$ cat src/rtl/cod5_fifo_stream_reader_pkg.sv
// Constants and helpers shared by the cod5 FIFO read-side stream reader.
package cod5_fifo_stream_reader_pkg;

    localparam int unsigned COD5_RDBUF_DEPTH = 2;

    // The sum is carried at 3 bits; pop implies occ >= 1, so it never underflows.
    function automatic logic [2:0] rdCredit(input logic [1:0] occ,
                                            input logic       inflight,
                                            input logic       pop);
        return {1'b0, occ} + {2'b00, inflight} - {2'b00, pop};
    endfunction

endpackage

$ cat src/rtl/cod5_fifo_stream_reader_skid.sv
// Two-entry register FIFO holding words captured from the cod5 FIFO read port.
module cod5_skid_buffer2
    import cod5_fifo_stream_reader_pkg::*;
#(
    parameter int DATA_WIDTH = 16
) (
    input  logic                  clk_i,
    input  logic                  rst_i,
    input  logic                  push_i,
    input  logic [DATA_WIDTH-1:0] data_i,
    input  logic                  pop_i,
    output logic [1:0]            occ_o,
    output logic [DATA_WIDTH-1:0] head_o
);

    logic [DATA_WIDTH-1:0] mem_q [COD5_RDBUF_DEPTH];
    logic [DATA_WIDTH-1:0] mem_d [COD5_RDBUF_DEPTH];
    logic                  head_q, head_d;
    logic                  tail_q, tail_d;
    logic [1:0]            occ_q, occ_d;

    // Push and pop act on independent pointers; occupancy only moves when exactly one fires.
    always_comb begin
        mem_d  = mem_q;
        head_d = head_q;
        tail_d = tail_q;
        occ_d  = occ_q;
        if (push_i) begin
            mem_d[tail_q] = data_i;
            tail_d        = ~tail_q;
        end
        if (pop_i) begin
            head_d = ~head_q;
        end
        case ({push_i, pop_i})
            2'b10:   occ_d = occ_q + 2'd1;
            2'b01:   occ_d = occ_q - 2'd1;
            default: occ_d = occ_q;
        endcase
    end

    always_ff @(posedge clk_i) begin
        if (rst_i) begin
            mem_q  <= '{default: '0};
            head_q <= 1'b0;
            tail_q <= 1'b0;
            occ_q  <= 2'd0;
        end else begin
            mem_q  <= mem_d;
            head_q <= head_d;
            tail_q <= tail_d;
            occ_q  <= occ_d;
        end
    end

    assign occ_o  = occ_q;
    assign head_o = mem_q[head_q];

endmodule

$ cat src/rtl/cod5_fifo_stream_reader.sv
// Read-side consumer for the cod5 async FIFO: turns its read port into a valid/ready stream.
module cod5_fifo_stream_reader
    import cod5_fifo_stream_reader_pkg::*;
#(
    parameter int DATA_WIDTH  = 16,
    parameter int COUNT_WIDTH = 32
) (
    input  logic                   clk_i,
    input  logic                   rst_i,
    output logic                   fifo_inc_o,
    input  logic [DATA_WIDTH-1:0]  fifo_data_i,
    input  logic                   fifo_empty_i,
    output logic                   m_valid_o,
    input  logic                   m_ready_i,
    output logic [DATA_WIDTH-1:0]  m_data_o,
    output logic [1:0]             level_o,
    output logic [COUNT_WIDTH-1:0] words_o
);

    logic                   inflight_q, inflight_d;
    logic [COUNT_WIDTH-1:0] words_q, words_d;
    logic [1:0]             occ;
    logic                   pop;

    assign m_valid_o = (occ != 2'd0);
    assign pop       = m_valid_o & m_ready_i;

    // A pop this cycle frees a slot, so a full buffer can reissue a read as soon as ready rises.
    // Never read while empty: the FIFO updates its data register on every increment.
    assign fifo_inc_o = !rst_i && !fifo_empty_i &&
                        (rdCredit(occ, inflight_q, pop) < 3'(COD5_RDBUF_DEPTH));

    always_comb begin
        inflight_d = fifo_inc_o;
        words_d    = words_q;
        if (pop) begin
            words_d = words_q + COUNT_WIDTH'(1);
        end
    end

    always_ff @(posedge clk_i) begin
        if (rst_i) begin
            inflight_q <= 1'b0;
            words_q    <= '0;
        end else begin
            inflight_q <= inflight_d;
            words_q    <= words_d;
        end
    end

    cod5_skid_buffer2 #(
        .DATA_WIDTH(DATA_WIDTH)
    ) u_buf (
        .clk_i (clk_i),
        .rst_i (rst_i),
        .push_i(inflight_q),
        .data_i(fifo_data_i),
        .pop_i (pop),
        .occ_o (occ),
        .head_o(m_data_o)
    );

    assign level_o = occ;
    assign words_o = words_q;

endmodule
$ cat config.mk
export PLATFORM = sky130hd
export DESIGN_NAME = cod5_fifo_stream_reader
export DESIGN_NICKNAME = d
export VERILOG_FILES = /design/src/rtl/cod5_fifo_stream_reader_pkg.sv /design/src/rtl/cod5_fifo_stream_reader_skid.sv /design/src/rtl/cod5_fifo_stream_reader.sv
export SDC_FILE = /design/constraint.sdc
export NUM_CORES = 1
export LEC_CHECK = 0
export ABC_AREA = 0
export CORE_AREA = 2 2 115 117
export DETAILED_ROUTE_END_ITERATION = 12
export DIE_AREA = 0 0 117 119
export SYNTH_ARGS = -nofsm -noshare
export SYNTH_HDL_FRONTEND = slang
export SYNTH_SLANG_ARGS = --single-unit
export TNS_END_PERCENT = 20
$ cat constraint.sdc
create_clock -name clk_i -period 2 [get_ports clk_i]
set_clock_uncertainty 0.15 [all_clocks]
set_input_delay 0.2 -clock clk_i [delete_from_list [all_inputs] [get_ports clk_i]]
set_output_delay 0.2 -clock clk_i [all_outputs]
set_load 0.01 [all_outputs]
==> results of run 1 <==
==> power groups by stage <==
stage / Clock [W] / Combinational (W) / Sequential (W)
final: 0.00172 / 0.000254 / 0.00142
after global routing: 0.00182 / 0.000276 / 0.00142
after CTS: 0.00177 / 0.000249 / 0.00142
after detailed placement: 0 / 0.000258 / 0.00145
after global placement: 0 / 0.000255 / 0.00145
after floorplan: 0 / 0.000123 / 0.00145
==> worst paths after layout <==
kind / startpoint / end / slack (ns) / cells past startpoint
hold / removal: u_buf.mem_q[15] / u_buf.mem_q[15] / 0.30 / 2
hold reg to reg: u_buf.mem_q[15] / u_buf.mem_q[15] / 0.30 / 2
setup reg to reg: u_buf.occ_o[1] / words_o[30] / -0.25 / 7
setup / recovery: u_buf.occ_o[0] / fifo_inc_o / -0.33 / 7
==> layer usage <==
metal	track usage (%)	vias up	wire, microns
li1	-	1534	-
met1	18.2	1493	4540
met2	19.1	57	4210
met3	3.10	11	360
met4	6.10	0	153
met5	0	-	0
==> through the flow <==
| step | instances | instance area, sq um | worst slack (ns) |
|---|---|---|---|
| after CTS | 649 | 4600 | -0.312 |
| after floorplan | 372 | 3170 | -0.0325 |
| after global routing | 655 | 4790 | -0.469 |
| final | 655 | 4790 | -0.335 |
| after detailed placement | 631 | 4250 | -0.730 |
| after global placement | 631 | 4250 | -0.707 |
==> cell families after synthesis <==
logic type | after synthesis
AO/OA/AOI/OAI | 86
buffers and inverters | 31
multiplexers | 18
flip-flops | 69
adder cells (fa/ha/maj) | 2
AND/OR/NAND/NOR | 156
XOR/XNOR | 10
==> registers in the layout, summed over array words and instances, names as in the netlist <==
| signal | count |
|---|---|
| u_buf.tail_q | 1 |
| words_o | 32 |
| u_buf.mem_q | 32 |
| u_buf.head_q | 1 |
| u_buf.occ_o | 2 |
| inflight_q | 1 |
==> cell usage in the layout (no fill, tap or decap), types with 9 or more instances in the layout <==
master,n
or4_4,11
a21oi_1,48
nor2_1,11
or4_1,9
a21oi_2,10
clkbuf_16,9
nand3_1,9
o21ai_0,10
nand2_1,80
or3_1,9
clkdlybuf4s50_1,51
o31ai_1,9
nand4_1,10
dlygate4sd2_1,15
buf_4,35
dfxtp_1,58
mux2_2,16
==> final cells by class <==
cell class | instances | area [sq um]
clock buffer | 10 | 239
timing repair buffer | 116 | 1070
fill | 1305 | 8080
sequential | 69 | 1410
clock inverter | 6 | 86.3
multi-input combinational | 274 | 1750
tap | 176 | 220
inverter | 4 | 15.0
==> Yosys cell counts, drive strengths merged, types with 2 or more instances <==
| cell type | instances | share of area, % |
|---|---|---|
| nor4b | 2 | 0.57 |
| mux2 | 16 | 5.8 |
| nand2b | 2 | 0.40 |
| inv | 4 | 0.49 |
| a21oi | 58 | 9.4 |
| nor3 | 2 | 0.32 |
| nor2 | 11 | 1.3 |
| clkbuf | 19 | 2.3 |
| or3 | 9 | 1.8 |
| mux2i | 2 | 0.65 |
| dfxtp | 69 | 45 |
| nand2 | 81 | 9.8 |
| xnor2 | 5 | 1.4 |
| nor4 | 2 | 0.40 |
| or4 | 18 | 4.5 |
| xor2 | 5 | 1.4 |
| o21ai | 10 | 1.6 |
| nand3 | 10 | 1.6 |
| o31ai | 15 | 3.6 |
| and2 | 2 | 0.40 |
| buf | 7 | 1.3 |
| nand4 | 10 | 2.0 |
| and4 | 4 | 1.1 |
==> repair_timing <==
action,4_1_cts,5_1_grt
gates resized for setup,29,37
gates cloned,1,1
setup buffers,1,5
pin swaps,7,17
endpoints found under the setup margin,36,23
==> worst max-delay path, cell delays in order (launching register included) <==
cell,delay (ns)
dfxtp_2,0.33
inv_2,0.07
mux2i_2,0.23
nand2_1,0.10
fa_2,0.34
xor2_1,0.19
nor4b_4,0.22
buf_2,0.17
==> results.yml, run 1 <==
synthesis:
  synth_edf_count: 0
  synthMuxAreaShare_pct: 6.47
  syn-cell-area_sq_mm: 0.00309
  synthXorXnorAreaFrac_pct: 2.83
  synth_cells: 372
  ys_warn_count: 0
  yosysUniqueCellTypes: 36
  synthFlopType: "dfxtp_1"
  ys_seq_elements: 69
  ys_seq_area_share_pct: 44.7
  syn_nets: 394
  synth_fa_ha_area_share_pct: 1.05
  synth_top_family_by_area: "simple AND/OR/NAND/NOR gates"
  syn_avg_cell_area_sq_um: 8.31
  synth_compound_area_share_pct: 15.6
  synth-simple-area-share_pct: 25.0
  async_reset_ff_share_pct: 0
critical_path:
  cp-start-kind: "register"
  cp_max_fo: 2
  cp-end-kind: "output port"
  arrival_ns: 1.98
  cp.required_ns: 1.65
  worstSetupPathType: "register to output port"
power_and_ir_drop:
  p_sw_w: 0.000745
  p_int_w: 0.00265
  ir_worst_vdd_mv: 0.406
  pwr-share-comb_pct: 7.5
  total_power_w: 0.00339
  clock_power_share_pct: 50.7
  power_frac_seq_pct: 41.8
  power_density_mw_per_mm2: 708
  swShare_pct: 22.0
  leakage_nw: 1.72
sta:
  finalSetupTns_ns: -1.77
  fin_crit_ns: 2.33
  max_slew_margin_pct: 44.9
  tightestPinTransition_ns: 0.827
  rsz0062_at_grt: "yes"
  slew_violations: 0
  worst_slack_ns: -0.335
  final.period_utilization_pct: 117
  holdWs_ns: 0.302
  finalSetupViolations: 15
  hold_viol: 0
  fmax_ghz: 0.428
drt:
  wl_mm: 9.27
  routed-via-count: 3095
  vias_per_cell: 4.73
  wl_per_cell_microns: 14.1
  drc_errors: 0
  firstDrtPassIters: 4
  drt-initial-drc-count: 146
  ant_nets: 0
placed_design:
  dp_hpwl_mm: 5.78
  gp_congestion: 0.737
  io_buffers: 71
floorplan:
  fp-row-count: 42
  die_w_microns: 117
  ios: 72
  core-area_sq_mm: 0.0129
  die_area_sq_mm: 0.0139
  die_h_microns: 119
  start_util_pct: 24.0
global_route:
  grt_max_degree: 70
  grt.overflow.total: 0
  grt_pass1_wl_mm: 14.3
  grt_usage_pct: 13.1
  antenna_found_initial: 0
  grt_pass1_vias: 2949
clock_network:
  cts_hold_repair.buffers: 0
  clk_latency_ns: 0.33
  cts.reportedPaths.clkPinSlew_ns: 0.06
  clockBufferDepth: 2
  cts.sink_count: 69
  htree_levels: 3
  clockRootBuffer: "clkbuf_16"
  cts_buffers: 9
  cts_tree: "done"
hold_path:
  hold_class: "register to register"
outcome:
  violations: "setup timing"
  status: "complete, but fails checks"
run:
  cap_violations: 0
cells_and_area:
  nNetsFinal: 496
  diodes: 0
  fin_util_pct: 37.2
  drive_gt1_share_pct: 26.3
  areaGrowthSynthToFinish_pct: 54.9
(Power assumes the default switching activity.)
==> run 2: changes to the inputs <==
==> constraint.sdc (replaced) <==
create_clock -name clk_i -period 1.9 [get_ports clk_i]
set_clock_uncertainty 0.15 [all_clocks]
set_input_delay 0.19 -clock clk_i [delete_from_list [all_inputs] [get_ports clk_i]]
set_output_delay 0.19 -clock clk_i [all_outputs]
set_load 0.01 [all_outputs]
==> results.yml, run 2 (synthesis gave the netlist of run 1 again) <==
clock_network:
  clockBufferDepth: 2
  clk_latency_ns: 0.32
  clockRootBuffer: "clkbuf_16"
  cts_buffers: 9
  cts_tree: "done"
  cts.reportedPaths.clkPinSlew_ns: 0.06
  cts.sink_count: 69
  htree_levels: 3
  cts_hold_repair.buffers: 0
sta:
  tightestPinTransition_ns: 0.793
  fin_crit_ns: 2.26
  worst_slack_ns: -0.358
  slew_violations: 0
  rsz0062_at_grt: "yes"
  fmax_ghz: 0.443
  max_slew_margin_pct: 47.2
  hold_viol: 0
  final.period_utilization_pct: 119
  finalSetupViolations: 23
critical_path:
  cp-start-kind: "register"
  cp-end-kind: "output port"
  critical-path-slowest-cell: "fa_2"
  worst-path-stages: 6
  cp_num_buf_inv: 2
  cpLargestDelayFamily: "adder cells"
  cp_max_fo: 2
  r2r_cells: 5
  slowest_delay_ns: 0.54
  arrival_ns: 1.92
  worstSetupPathType: "register to output port"
  cp.required_ns: 1.56
  cp_cell_sequence: "inv_2 -> mux2i_1 -> nand2_1 -> fa_2 -> nor4b_2 -> buf_2"
drt:
  vias_per_cell: 4.70
  wl_met1_mm: 4.46
  drt-initial-drc-count: 236
  top_layer: "met4"
  routed-via-count: 3149
  drc_errors: 0
  firstDrtPassIters: 4
  wl_per_cell_microns: 13.8
  wl_mm: 9.28
  ant_nets: 0
  wl_met2_mm: 4.33
  route.met3.wl_microns: 378
power_and_ir_drop:
  leakage_nw: 1.76
  power_density_mw_per_mm2: 704
  ir_worst_vdd_mv: 0.344
floorplan:
  ios: 72
  start_util_pct: 24.0
  die_area_sq_mm: 0.0139
  die_h_microns: 119
  fp-row-count: 42
  core-area_sq_mm: 0.0129
  die_w_microns: 117
placed_design:
  pre_cts_ws_ns: -0.839
  io_buffers: 71
  dp_hpwl_mm: 5.74
  gp_congestion: 0.731
global_route:
  grt_max_degree: 70
  grt_usage_pct: 13.4
  grt_pass1_vias: 3018
  grt.overflow.total: 0
  antenna_found_initial: 0
  grt_pass1_wl_mm: 14.7
outcome:
  violations: "setup timing"
  status: "complete, but fails checks"
cells_and_area:
  final_common_cell: "nand2_1"
  drive_gt1_share_pct: 28.9
  fin_util_pct: 38.0
  areaGrowthSynthToFinish_pct: 58.1
  diodes: 0
  final_cell_mix: "79 x nand2_1, 56 x dfxtp_1, 52 x buf_4, 51 x a21oi_1, 51 x clkdlybuf4s50_1"
  nNetsFinal: 512
hold_path:
  hold_path_depth: 3
  hold_class: "input pin to register"
run:
  cap_violations: 0
run 2: changes by cell type in the layout (fill, tap and decap cells not counted), moves of 2 or more:
cell,delta
a21oi_2,-3
or4_4,+2
a21oi_1,+3
buf_4,+17
dfxtp_1,-2
dfxtp_2,+2
dlymetal6s2s_1,-2
buf_6,-2
run 2: where the power goes:
group          internal [W]  leakage, nW  switching [W]  total [W]
sequential          0.00147        0.566      0.0000176    0.00149
clock               0.00108        0.147       0.000616    0.00169
combinational      0.000130         1.05       0.000132   0.000262
total               0.00268         1.76       0.000765    0.00345
run 2: final timing paths:
| path | start | end | slack (ns) |
|---|---|---|---|
| worst min register to register | u_buf.mem_q[1] | u_buf.mem_q[1] | 0.30 |
| worst max-delay path | u_buf.occ_o[0] | fifo_inc_o | -0.36 |
| worst max register to register | words_o[1] | words_o[28] | -0.21 |
| worst min-delay path | fifo_data_i[11] | u_buf.mem_q[11] | 0.30 |
run 2: worst reg2reg max path, delay by kind of cell, from the launching register on:
| kind | cells | cell delay, ns |
|---|---|---|
| and+or+nand+nor | 3 | 1.23 |
| AOI/OAI and AO/OA | 1 | 0.14 |
| DFF | 1 | 0.37 |
| adders and majority gates | 1 | 0.15 |
run 2: layout make-up:
cell class | instances | area, sq um
multi-input combinational | 276 | 1780
clock inverter | 4 | 47.5
timing repair buffer | 130 | 1160
inverter | 4 | 15.0
sequential | 69 | 1410
fill | 1313 | 7980
clock buffer | 11 | 253
tap | 176 | 220
run 2: timing repair:
item,CTS,global route
setup buffers,11,4
gates resized for setup,41,29
endpoints found under the setup margin,41,26
cloned,3,1
pin swaps,20,13
run 2: per-stage QoR:
stage | cell area [sq um] | instances | power, W | TNS, ns | hold slack [ns]
CTS | 4730 | 665 | 0.00349 | -2.53 | 0.289
finish | 4890 | 670 | 0.00345 | -3.02 | 0.296
detailed placement | 4290 | 636 | 0.00179 | -13.41 | 0.297
global route | 4890 | 670 | 0.00359 | -4.35 | 0.292
global placement | 4290 | 636 | 0.00179 | -12.69 | 0.288
floorplan | 3170 | 372 | 0.00165 | -1.08 | 0.119
run 2: metal layers:
metal	vias up	global-route usage, %
met5	-	0
li1	1576	-
met2	68	20.6
met4	0	4.49
met1	1499	18.4
met3	6	3.21
==> RTL change (config.mk and constraints of run 2) <==
Take the reset off `words_q` and load it in a clocked block of its own.
--- a/src/rtl/cod5_fifo_stream_reader.sv
+++ b/src/rtl/cod5_fifo_stream_reader.sv
@@ -41,11 +41,13 @@
     always_ff @(posedge clk_i) begin
         if (rst_i) begin
             inflight_q <= 1'b0;
-            words_q    <= '0;
         end else begin
             inflight_q <= inflight_d;
-            words_q    <= words_d;
         end
+    end
+
+    always_ff @(posedge clk_i) begin
+        words_q <= words_d;
     end
 
     cod5_skid_buffer2 #(
Check against the original RTL: differs if rst_i is asserted again (counterexample within 4 cycles, from zero or initial values and one cycle with rst_i high); with rst_i held inactive, the same outputs for 10 cycles.
==> RTL change against run 2 <==
  * The run still ends with negative setup slack left
  * Register-to-register slack gained 0.35 ns
  * Routed wire length shrank 17%
  * Sequential cell count is the same
  * Final area shrank 4.6%
  * Combinational power grew 31%
  * Power grew 3.3%
  * Area after synthesis grew 2.9%
  * Largest power group is now sequential cells
  * Via count shrank 17%
  * Setup slack lost 0.044 ns
  * Sequential power grew 9%
  * Critical endpoint unchanged
==> RTL change: results (changes against run 2) <==
.. list-table::
   :header-rows: 1

   * - Metric
     - Value
   * - Net count after synthesis
     - 336 (was 394)
   * - Total placed cells including tap cells
     - 580 (was 636)
   * - Wire length on met2
     - 3710 um (was 4330 um)
   * - Final count of negative-setup-slack endpoints
     - 1 (was 23)
   * - Slack of the worst reg-to-reg path
     - 0.14 ns (was -0.21 ns)
   * - Aggregate global-route resource usage
     - 11.6% (was 13.4%)
   * - Clock insertion delay at the later pin of the skew report
     - 0.34 ns (was 0.32 ns)
   * - Sequential share of power
     - 45.9% (was 43.3%)
   * - Per-cell routed wire length
     - 12.8 um (was 13.8 um)
   * - Final setup TNS
     - -0.401 ns (was -3.02 ns)
   * - Filler cell count
     - 1,275 (was 1,313)
   * - Worst R2R Start
     - words_o[2] (was words_o[1])
   * - Final HPWL from detailed placement
     - 5270 um (was 5740 um)
   * - Fraction of the yosys area taken by sequential cells
     - 53.5% (was 44.7%)
   * - Adder-cell share of the synthesized area
     - 1.02% (was 1.05%)
   * - Met3 layer usage reported by global route
     - 4.33% (was 3.21%)
   * - Synthesized area per cell
     - 10.1 um2 (was 8.31 um2)
   * - Crit path max-delay family
     - simple AND/OR/NAND/NOR gates (was adder cells)
   * - Int Pwr
     - 2.75 mW (was 2.68 mW)
   * - Slew at the pin closest to its max-slew limit
     - 0.384 ns (was 0.793 ns)
   * - Failing checks
     - negative setup slack (unchanged)
   * - Hold Crit Endpoint
     - u_buf.occ_o[1] (was u_buf.mem_q[11])
   * - Result of the run
     - complete, but fails checks (unchanged)
   * - Hold depth
     - 4 (was 3)
   * - List of most frequent post-synthesis cells
     - sky130_fd_sc_hd__nand2_1, sky130_fd_sc_hd__dfxtp_1, sky130_fd_sc_hd__a21oi_1 (unchanged)
   * - Worst setup slack after layout
     - -0.401 ns (was -0.358 ns)
   * - Drt via density
     - 4.37 (was 4.70)
   * - Weighted congestion at the end of routability-driven global placement
     - 0.758 (was 0.731)
   * - Worst IR drop on VDD
     - 0.585 mV (was 0.344 mV)
   * - Met2 GRT Util
     - 18.9% (was 20.6%)
   * - Leading post-synthesis cells by cell area
     - sky130_fd_sc_hd__edfxtp_1, sky130_fd_sc_hd__dfxtp_1, sky130_fd_sc_hd__nand2_1 (was sky130_fd_sc_hd__dfxtp_1, sky130_fd_sc_hd__nand2_1, sky130_fd_sc_hd__a21oi_1)
   * - Max stage delay on crit path
     - 0.35 ns (was 0.54 ns)
   * - Post-Place Setup Slack
     - -0.868 ns (was -0.839 ns)
RTL change: changes by cell type in the layout (fill, tap and decap cells not counted), moves of 8 or more:
| cell | run 2 | this run |
|---|---|---|
| sky130_fd_sc_hd__xnor2_1 | 5 | 28 |
| sky130_fd_sc_hd__or4_1 | 9 | 0 |
| sky130_fd_sc_hd__dfxtp_1 | 56 | 34 |
| sky130_fd_sc_hd__or3_1 | 8 | 0 |
| sky130_fd_sc_hd__buf_4 | 52 | 36 |
| sky130_fd_sc_hd__edfxtp_1 | 0 | 32 |
| sky130_fd_sc_hd__o21ai_0 | 10 | 1 |
| sky130_fd_sc_hd__a21oi_1 | 51 | 34 |
| sky130_fd_sc_hd__o31ai_1 | 8 | 0 |
| sky130_fd_sc_hd__or4_4 | 13 | 0 |
RTL change: cell type report:
class                      count  area (um2)  area share, %
timing repair buffer         111        1040           22.2
clock inverter                 4        21.3          0.456
clock buffer                  12         260           5.57
inverter                       5        18.8          0.402
tap                          176         220           4.72
sequential                    69        1710           36.6
multi-input combinational    224        1400           30.0
